[src/rtl/xsumrecv_pkg.sv]
// Shared definitions for the inter-Xilinx local-sum receiver: comma symbol,
// link state encoding, word-class encoding and the word classifier.
package xsumrecv_pkg;

  localparam logic [15:0] CH_COMMA = 16'h00BC;
  localparam logic [1:0]  K_COMMA  = 2'b01;
  localparam int          NLINK    = 3;

  typedef enum logic [1:0] {
    ST_HUNT = 2'd0,
    ST_LOCK = 2'd1,
    ST_UP   = 2'd2
  } link_state_t;

  typedef enum logic [1:0] {
    WC_COMMA = 2'd0,
    WC_DATA  = 2'd1,
    WC_ERROR = 2'd2
  } word_class_t;

  // Zero never appears as data: the transmitter replaces a zero sum with a comma.
  function automatic word_class_t classify(input logic [15:0] data, input logic [1:0] isk);
    word_class_t c;
    if ((isk == K_COMMA) && (data == CH_COMMA)) begin
      c = WC_COMMA;
    end else if ((isk == 2'b00) && (data != 16'h0000)) begin
      c = WC_DATA;
    end else begin
      c = WC_ERROR;
    end
    return c;
  endfunction

endpackage

[src/rtl/xsumrecv_xlinkrx.sv]
// One receive link: word classifier, HUNT/LOCK/UP lock tracker, leaky-bucket
// error filter and saturating error counter.
module xlinkrx
  import xsumrecv_pkg::*;
#(
  parameter int LOCKCNT = 16,
  parameter int ERRMAX  = 4,
  parameter int LEAK    = 64,
  parameter int ECBITS  = 16
) (
  input  logic              i_clk,
  input  logic              i_reset,
  input  logic [15:0]       i_data,
  input  logic [1:0]        i_isk,
  input  logic              i_cnt_clr,
  output word_class_t       o_class,
  output logic              o_up,
  output logic              o_count_err,
  output logic [ECBITS-1:0] o_errcnt
);

  localparam int CW = $clog2(LOCKCNT + 1);
  localparam int BW = $clog2(ERRMAX + 1);
  localparam int LW = $clog2(LEAK + 1);

  link_state_t       r_state;
  link_state_t       w_state_nxt;
  logic [CW-1:0]     r_cnt;
  logic [CW-1:0]     w_cnt_nxt;
  logic [CW-1:0]     w_cnt_inc;
  logic [BW-1:0]     r_bucket;
  logic [BW-1:0]     w_bucket_nxt;
  logic [BW-1:0]     w_bucket_inc;
  logic [LW-1:0]     r_leak;
  logic [LW-1:0]     w_leak_nxt;
  logic [LW-1:0]     w_leak_inc;
  logic [ECBITS-1:0] r_ec;
  logic [ECBITS-1:0] w_ec_nxt;
  logic              w_count_err;
  word_class_t       w_class;

  assign w_class      = classify(i_data, i_isk);
  assign w_cnt_inc    = r_cnt + CW'(1);
  assign w_bucket_inc = r_bucket + BW'(1);
  assign w_leak_inc   = r_leak + LW'(1);

  // Lock tracking and leaky bucket; errors seen while hunting are not counted.
  always_comb begin
    w_state_nxt  = r_state;
    w_cnt_nxt    = r_cnt;
    w_bucket_nxt = r_bucket;
    w_leak_nxt   = r_leak;
    w_count_err  = 1'b0;
    case (r_state)
      ST_HUNT: begin
        if (w_class == WC_COMMA) begin
          w_state_nxt = ST_LOCK;
          w_cnt_nxt   = CW'(1);
        end else begin
          w_state_nxt = ST_HUNT;
        end
      end
      ST_LOCK: begin
        if (w_class == WC_ERROR) begin
          w_state_nxt = ST_HUNT;
          w_cnt_nxt   = {CW{1'b0}};
          w_count_err = 1'b1;
        end else if (w_cnt_inc == CW'(LOCKCNT)) begin
          w_state_nxt  = ST_UP;
          w_cnt_nxt    = {CW{1'b0}};
          w_bucket_nxt = {BW{1'b0}};
          w_leak_nxt   = {LW{1'b0}};
        end else begin
          w_cnt_nxt = w_cnt_inc;
        end
      end
      ST_UP: begin
        if (w_class == WC_ERROR) begin
          w_count_err = 1'b1;
          w_leak_nxt  = {LW{1'b0}};
          if (w_bucket_inc == BW'(ERRMAX)) begin
            w_state_nxt  = ST_HUNT;
            w_bucket_nxt = {BW{1'b0}};
          end else begin
            w_bucket_nxt = w_bucket_inc;
          end
        end else if (w_leak_inc == LW'(LEAK)) begin
          w_leak_nxt   = {LW{1'b0}};
          w_bucket_nxt = (r_bucket == {BW{1'b0}}) ? {BW{1'b0}} : (r_bucket - BW'(1));
        end else begin
          w_leak_nxt = w_leak_inc;
        end
      end
      default: begin
        w_state_nxt  = ST_HUNT;
        w_cnt_nxt    = {CW{1'b0}};
        w_bucket_nxt = {BW{1'b0}};
        w_leak_nxt   = {LW{1'b0}};
      end
    endcase
  end

  // Clear wins over count, so a same-cycle error leaves the counter at one.
  always_comb begin
    if (i_cnt_clr) begin
      w_ec_nxt = w_count_err ? ECBITS'(1) : {ECBITS{1'b0}};
    end else if (w_count_err && (r_ec != {ECBITS{1'b1}})) begin
      w_ec_nxt = r_ec + ECBITS'(1);
    end else begin
      w_ec_nxt = r_ec;
    end
  end

  // Link state and counter registers.
  always_ff @(posedge i_clk) begin
    if (i_reset) begin
      r_state  <= ST_HUNT;
      r_cnt    <= {CW{1'b0}};
      r_bucket <= {BW{1'b0}};
      r_leak   <= {LW{1'b0}};
      r_ec     <= {ECBITS{1'b0}};
    end else begin
      r_state  <= w_state_nxt;
      r_cnt    <= w_cnt_nxt;
      r_bucket <= w_bucket_nxt;
      r_leak   <= w_leak_nxt;
      r_ec     <= w_ec_nxt;
    end
  end

  assign o_class     = w_class;
  assign o_up        = (r_state == ST_UP);
  assign o_count_err = w_count_err;
  assign o_errcnt    = r_ec;

endmodule

[src/rtl/xsumrecv.sv]
// Receiver for the three inter-Xilinx local-sum links: per-link checking and
// lock tracking, then gating of untrusted words to comma (zero contribution).
module xsumrecv
  import xsumrecv_pkg::*;
#(
  parameter int LOCKCNT = 16,
  parameter int ERRMAX  = 4,
  parameter int LEAK    = 64,
  parameter int ECBITS  = 16
) (
  input  logic                  clk,
  input  logic                  reset,
  input  logic [47:0]           rxdata,
  input  logic [5:0]            rxcharisk,
  input  logic [2:0]            linkmask,
  input  logic                  cnt_clr,
  output logic [47:0]           xdata,
  output logic [2:0]            xcomma,
  output logic [2:0]            linkup,
  output logic [3*ECBITS-1:0]   errcnt,
  output logic                  err
);

  word_class_t       w_class [NLINK];
  logic [NLINK-1:0]  w_up;
  logic [NLINK-1:0]  w_count_err;
  logic [47:0]       w_xdata_nxt;
  logic [2:0]        w_xcomma_nxt;
  logic [47:0]       r_xdata;
  logic [2:0]        r_xcomma;
  logic              r_err;

  for (genvar k = 0; k < NLINK; k++) begin : g_link
    xlinkrx #(
      .LOCKCNT (LOCKCNT),
      .ERRMAX  (ERRMAX),
      .LEAK    (LEAK),
      .ECBITS  (ECBITS)
    ) u_link (
      .i_clk       (clk),
      .i_reset     (reset),
      .i_data      (rxdata[16*k +: 16]),
      .i_isk       (rxcharisk[2*k +: 2]),
      .i_cnt_clr   (cnt_clr),
      .o_class     (w_class[k]),
      .o_up        (w_up[k]),
      .o_count_err (w_count_err[k]),
      .o_errcnt    (errcnt[ECBITS*k +: ECBITS])
    );
  end

  // Gating uses the state before this edge: the word that completes lock is still a comma.
  always_comb begin
    w_xdata_nxt  = {NLINK{CH_COMMA}};
    w_xcomma_nxt = 3'b111;
    for (int k = 0; k < NLINK; k++) begin
      if (w_up[k] && !linkmask[k] && (w_class[k] == WC_DATA)) begin
        w_xdata_nxt[16*k +: 16] = rxdata[16*k +: 16];
        w_xcomma_nxt[k]         = 1'b0;
      end else begin
        w_xdata_nxt[16*k +: 16] = CH_COMMA;
        w_xcomma_nxt[k]         = 1'b1;
      end
    end
  end

  // Output registers toward the 64-channel sum.
  always_ff @(posedge clk) begin
    if (reset) begin
      r_xdata  <= {NLINK{CH_COMMA}};
      r_xcomma <= 3'b111;
      r_err    <= 1'b0;
    end else begin
      r_xdata  <= w_xdata_nxt;
      r_xcomma <= w_xcomma_nxt;
      r_err    <= |w_count_err;
    end
  end

  assign xdata  = r_xdata;
  assign xcomma = r_xcomma;
  assign linkup = w_up;
  assign err    = r_err;

endmodule

[config.mk]
export PLATFORM = sky130hd
export DESIGN_NAME = xsumrecv
export DESIGN_NICKNAME = d
export VERILOG_FILES = /design/src/rtl/xsumrecv_pkg.sv /design/src/rtl/xsumrecv_xlinkrx.sv /design/src/rtl/xsumrecv.sv
export SDC_FILE = /design/constraint.sdc
export NUM_CORES = 1
export LEC_CHECK = 0
export CAP_MARGIN = 20
export CORE_MARGIN = 1
export CORE_UTILIZATION = 40
export CTS_BUF_LIST = sky130_fd_sc_hd__clkbuf_16
export CTS_CLUSTER_SIZE = 8
export DETAILED_ROUTE_END_ITERATION = 8
export PLACE_DENSITY = 0.74
export SYNTH_ARGS = -nofsm -noshare
export SYNTH_HDL_FRONTEND = slang
export SYNTH_SLANG_ARGS = --single-unit
[constraint.sdc]
create_clock -name clk -period 5 [get_ports clk]
set_input_delay 0.75 -clock clk [delete_from_list [all_inputs] [get_ports clk]]
set_output_delay 0.75 -clock clk [all_outputs]
set_load 0.03 [all_outputs]
==> impl_metrics.ini <==
[status]
status = finished, final reports clean

[clock_tree]
cts_tree = yes
clockBufferDepth = 2
cts_sinks = 151
insertion_delay_ns = 0.43
clkTransAtPathRegs_ns = 0.06
ctsHoldBuffers = 0
root_buffer = clkbuf_16
cts_resized = 0
ctsHtreeMaxLevel = 4
cts_made_buffers = 17
cts_setup_buffers = 0

[worst_setup_path]
worst_r2r_endpoint = g_link[0].u_link.r_leak[2]$_SDFFE_PP0P_
path_depth = 6
r2r_cells = 7
cp_slowest_cell = o31ai_2
cp_cell_sequence = clkdlybuf4s50_1 -> or4_1 -> o31ai_2 -> nand2_1 -> or4_1 -> a21oi_1
crit_family = simple AND/OR/NAND/NOR gates
reg2reg_slack_ns = 2.68
cp.required_ns = 5.34
path_buf_inv = 1
cp-endpoint = g_link[1].u_link.o_errcnt[15]$_SDFFE_PP0P_
r2r-start = g_link[0].u_link.r_state[1]$_SDFFE_PP0P_
end_kind = flop
cpMostUsedCell = or4_1
slowest_delay_ns = 0.62
start_kind = input pin
arrival_ns = 3.54
critPathLaunch = rxdata[23]
cp_max_fo = 11
path_class = in -> reg

[global_routing]
overflow = 0
grt_pass1_wl_um = 32600
antenna_found_initial = 0
grt_usage_pct = 20.40
grt_pass1_vias = 6655
grt_start_max_net_pins = 55

[timing]
maxSlewViolCount = 0
max_freq_ghz = 0.3121
hold_violations = 0
period_needed_ns = 3.204
fin_crit_sh_pct = 64.08
final.setup.worst_slack_ns = 1.796
tightest_slew_ns = 0.9492
setup_viol = 0
clock_skew_ns = 0.008468
rsz0062_at_grt = no
relSlewSlack_pct = 36.57
setup_tns_ns = 0

[synth]
ys_seq_elements = 151
synth_ff_type = dfxtp_1
synth_cell_types = 74
netlist_area_um2 = 7551
syn_nets = 971
synth_edf_count = 0
avgSynthCellArea_um2 = 8.630
ys_async_sr_fraction_pct = 0
synthCells = 875
ys_seq_area_share_pct = 40.03
yosysWarnings = 0

[placement]
portBuffers = 162
place_ws_ns = 1.364
place_area_um2 = 9366
hpwlAfterDp_um = 13740
gp_congestion = 0.8185

[floorplanning]
die_area_um2 = 19430
num_rows = 49
pin_count = 163
die_y_um = 139.4
die_x_um = 139.4
start_util_pct = 41.47
core_area_um2 = 18210

[pwr]
p_sw_w = 0.0006069
p_per_area_nw_per_um2 = 262.0
irDropWorstVdd_uv = 299.1
swShare_pct = 23.26
p_seq_share_pct = 46.2
power.share.combinational_pct = 4.2
power_report.internal_total_w = 0.002003
leakage_nw = 3.431
pwr-share-clk_pct = 49.7

[finish]
syn_to_final_growth_pct = 31.90
mostFrequentLayoutCells = clkdlybuf4s50_1, dfxtp_1, nand2_1, nor2_1, a21oi_1
n_antenna_cell = 0
layout-drive-gt1-share_pct = 6.262
layout_commonest_cell = clkdlybuf4s50_1
finalNetCount = 1121
finalInstanceArea_um2 = 9960
fillers = 1596

[routing]
vias_per_cell = 5.569
num_vias = 7056
route.detailed.drc = 0
ant_nets = 0
routed_wl_um = 19400
first_pass_iters = 5
post_drt_wl_per_cell_um = 15.31
drtIter0Drc = 540

[min_path]
hp-class = reg -> reg

[flow_run]
maxCapViolations = 0
==> sequential cells by signal, summed over array words and instances, names as in the netlist <==
register                flops
err                         1
g_link.u_link.o_errcnt     48
g_link.u_link.r_bucket      9
g_link.u_link.r_cnt        15
g_link.u_link.r_leak       21
g_link.u_link.r_state       6
xcomma                      3
xdata                      48
==> logic make-up (layout without fill, tap and decap cells) <==
logic type | Yosys count | count (layout) | synth area share, %
xor gates and xnor gates | 28 | 28 | 3.248
DFF | 151 | 151 | 40.03
and+or+nand+nor | 368 | 368 | 26.41
buffers and inverters | 87 | 250 | 4.474
AOI/OAI and AO/OA | 192 | 192 | 18.08
adders and majority gates | 36 | 36 | 5.965
muxes | 13 | 13 | 1.790
==> power by group through the flow <==
stage               sequential [W]  clock [W]  combinational, W
floorplan                  0.00123          0         0.0000390
global placement           0.00123          0          0.000107
detailed placement         0.00123          0          0.000108
CTS                        0.00120    0.00132          0.000109
global route               0.00120    0.00138          0.000118
finish                     0.00120    0.00130          0.000109
==> layer usage <==
| layer | share of wire (%) | global-route usage (%) | up-vias |
|---|---|---|---|
| met2 | 46 | 33.59 | 227 |
| met5 | 0 | 0 | - |
| met4 | 2.1 | 7.602 | 0 |
| met3 | 6.7 | 5.162 | 26 |
| met1 | 45 | 25.67 | 3285 |
| li1 | - | - | 3518 |
==> area by class of cell <==
cell class	count	area, um^2	share of cell area [%]
Clock inverter	15	167.7	1.683
Tap cell	229	286.5	2.877
Sequential cell	151	3023	30.35
Inverter	47	176.4	1.771
Multi-Input combinational cell	637	4197	42.14
Timing Repair Buffer	171	1684	16.91
Clock buffer	17	425.4	4.271
==> per-stage QoR <==
stage / power [W] / hold WS, ns / cells / util [%]
5_1_grt: 0.002698 / 0.5069 / 1267 / 54.70
3_3_place_gp: 0.001339 / 0.4595 / 1235 / 51.44
4_1_cts: 0.002630 / 0.4790 / 1267 / 54.70
3_5_place_dp: 0.001340 / 0.4699 / 1235 / 51.44
6_report: 0.002610 / 0.4836 / 1267 / 54.70
2_1_floorplan: 0.001272 / 0.4492 / 875 / -
==> synthesized netlist by cell type (3+ instances only) <==
master     instances  area (um^2)
a32oi_1            4        35.03
a31oi_1           11        68.82
o2111ai_1          3        26.28
or3_1             13        81.33
o31a_1             3        26.28
dfxtp_1          151         3023
a31o_2             6        52.55
and4_1             5        43.79
o21ai_0           31        155.2
nand3_1           40        200.2
nand2b_1          17        106.4
nor4b_1            7        61.31
or2_2              3        18.77
inv_1             47        176.4
mux2_1             3        33.78
o32ai_1            4        35.03
nor2_1            56        210.2
a211oi_1          12        90.09
nand4b_1           4        35.03
nand2_1           69        259.0
ha_1              36        450.4
a311oi_1           3        26.28
and3_1            13        81.33
nor3_1            22        110.1
a41o_1             4        40.04
a211o_1            4        35.03
nor2b_1            7        43.79
buf_4              3        22.52
mux2i_1            9        90.09
o31ai_2            3        37.54
xnor2_1           27        236.5
o211ai_1          10        75.07
o41ai_1            5        43.79
or4_1              9        67.56
nor4_1            30        187.7
clkbuf_1          37        138.9
and2_1            38        237.7
a21o_1             5        37.54
a21oi_1           49        245.2
nand4_1           25        156.4
o31ai_1            5        37.54
==> how the worst min path moves through the flow <==
stage | endpoint | cells past startpoint | start | slack (ns)
finish | g_link[2].u_link.r_cnt[4]$_SDFFE_PP0P_ | 2 | g_link[2].u_link.r_cnt[4]$_SDFFE_PP0P_ | 0.48
global route | g_link[0].u_link.r_leak[1]$_SDFFE_PP0P_ | 2 | g_link[0].u_link.r_leak[1]$_SDFFE_PP0P_ | 0.51
CTS | g_link[0].u_link.r_leak[1]$_SDFFE_PP0P_ | 2 | g_link[0].u_link.r_leak[1]$_SDFFE_PP0P_ | 0.48
detailed placement | g_link[0].u_link.r_leak[1]$_SDFFE_PP0P_ | 2 | g_link[0].u_link.r_leak[1]$_SDFFE_PP0P_ | 0.47
global placement | g_link[0].u_link.r_leak[1]$_SDFFE_PP0P_ | 2 | g_link[0].u_link.r_leak[1]$_SDFFE_PP0P_ | 0.46
floorplan | g_link[0].u_link.r_leak[1]$_SDFFE_PP0P_ | 2 | g_link[0].u_link.r_leak[1]$_SDFFE_PP0P_ | 0.45
==> worst min-delay path: stages, from the launching register on <==
cell and delay (ns):
dfxtp_1 0.33, nand2_1 0.06, a21oi_1 0.05
Note: power is estimated with default switching activity, not from simulation.
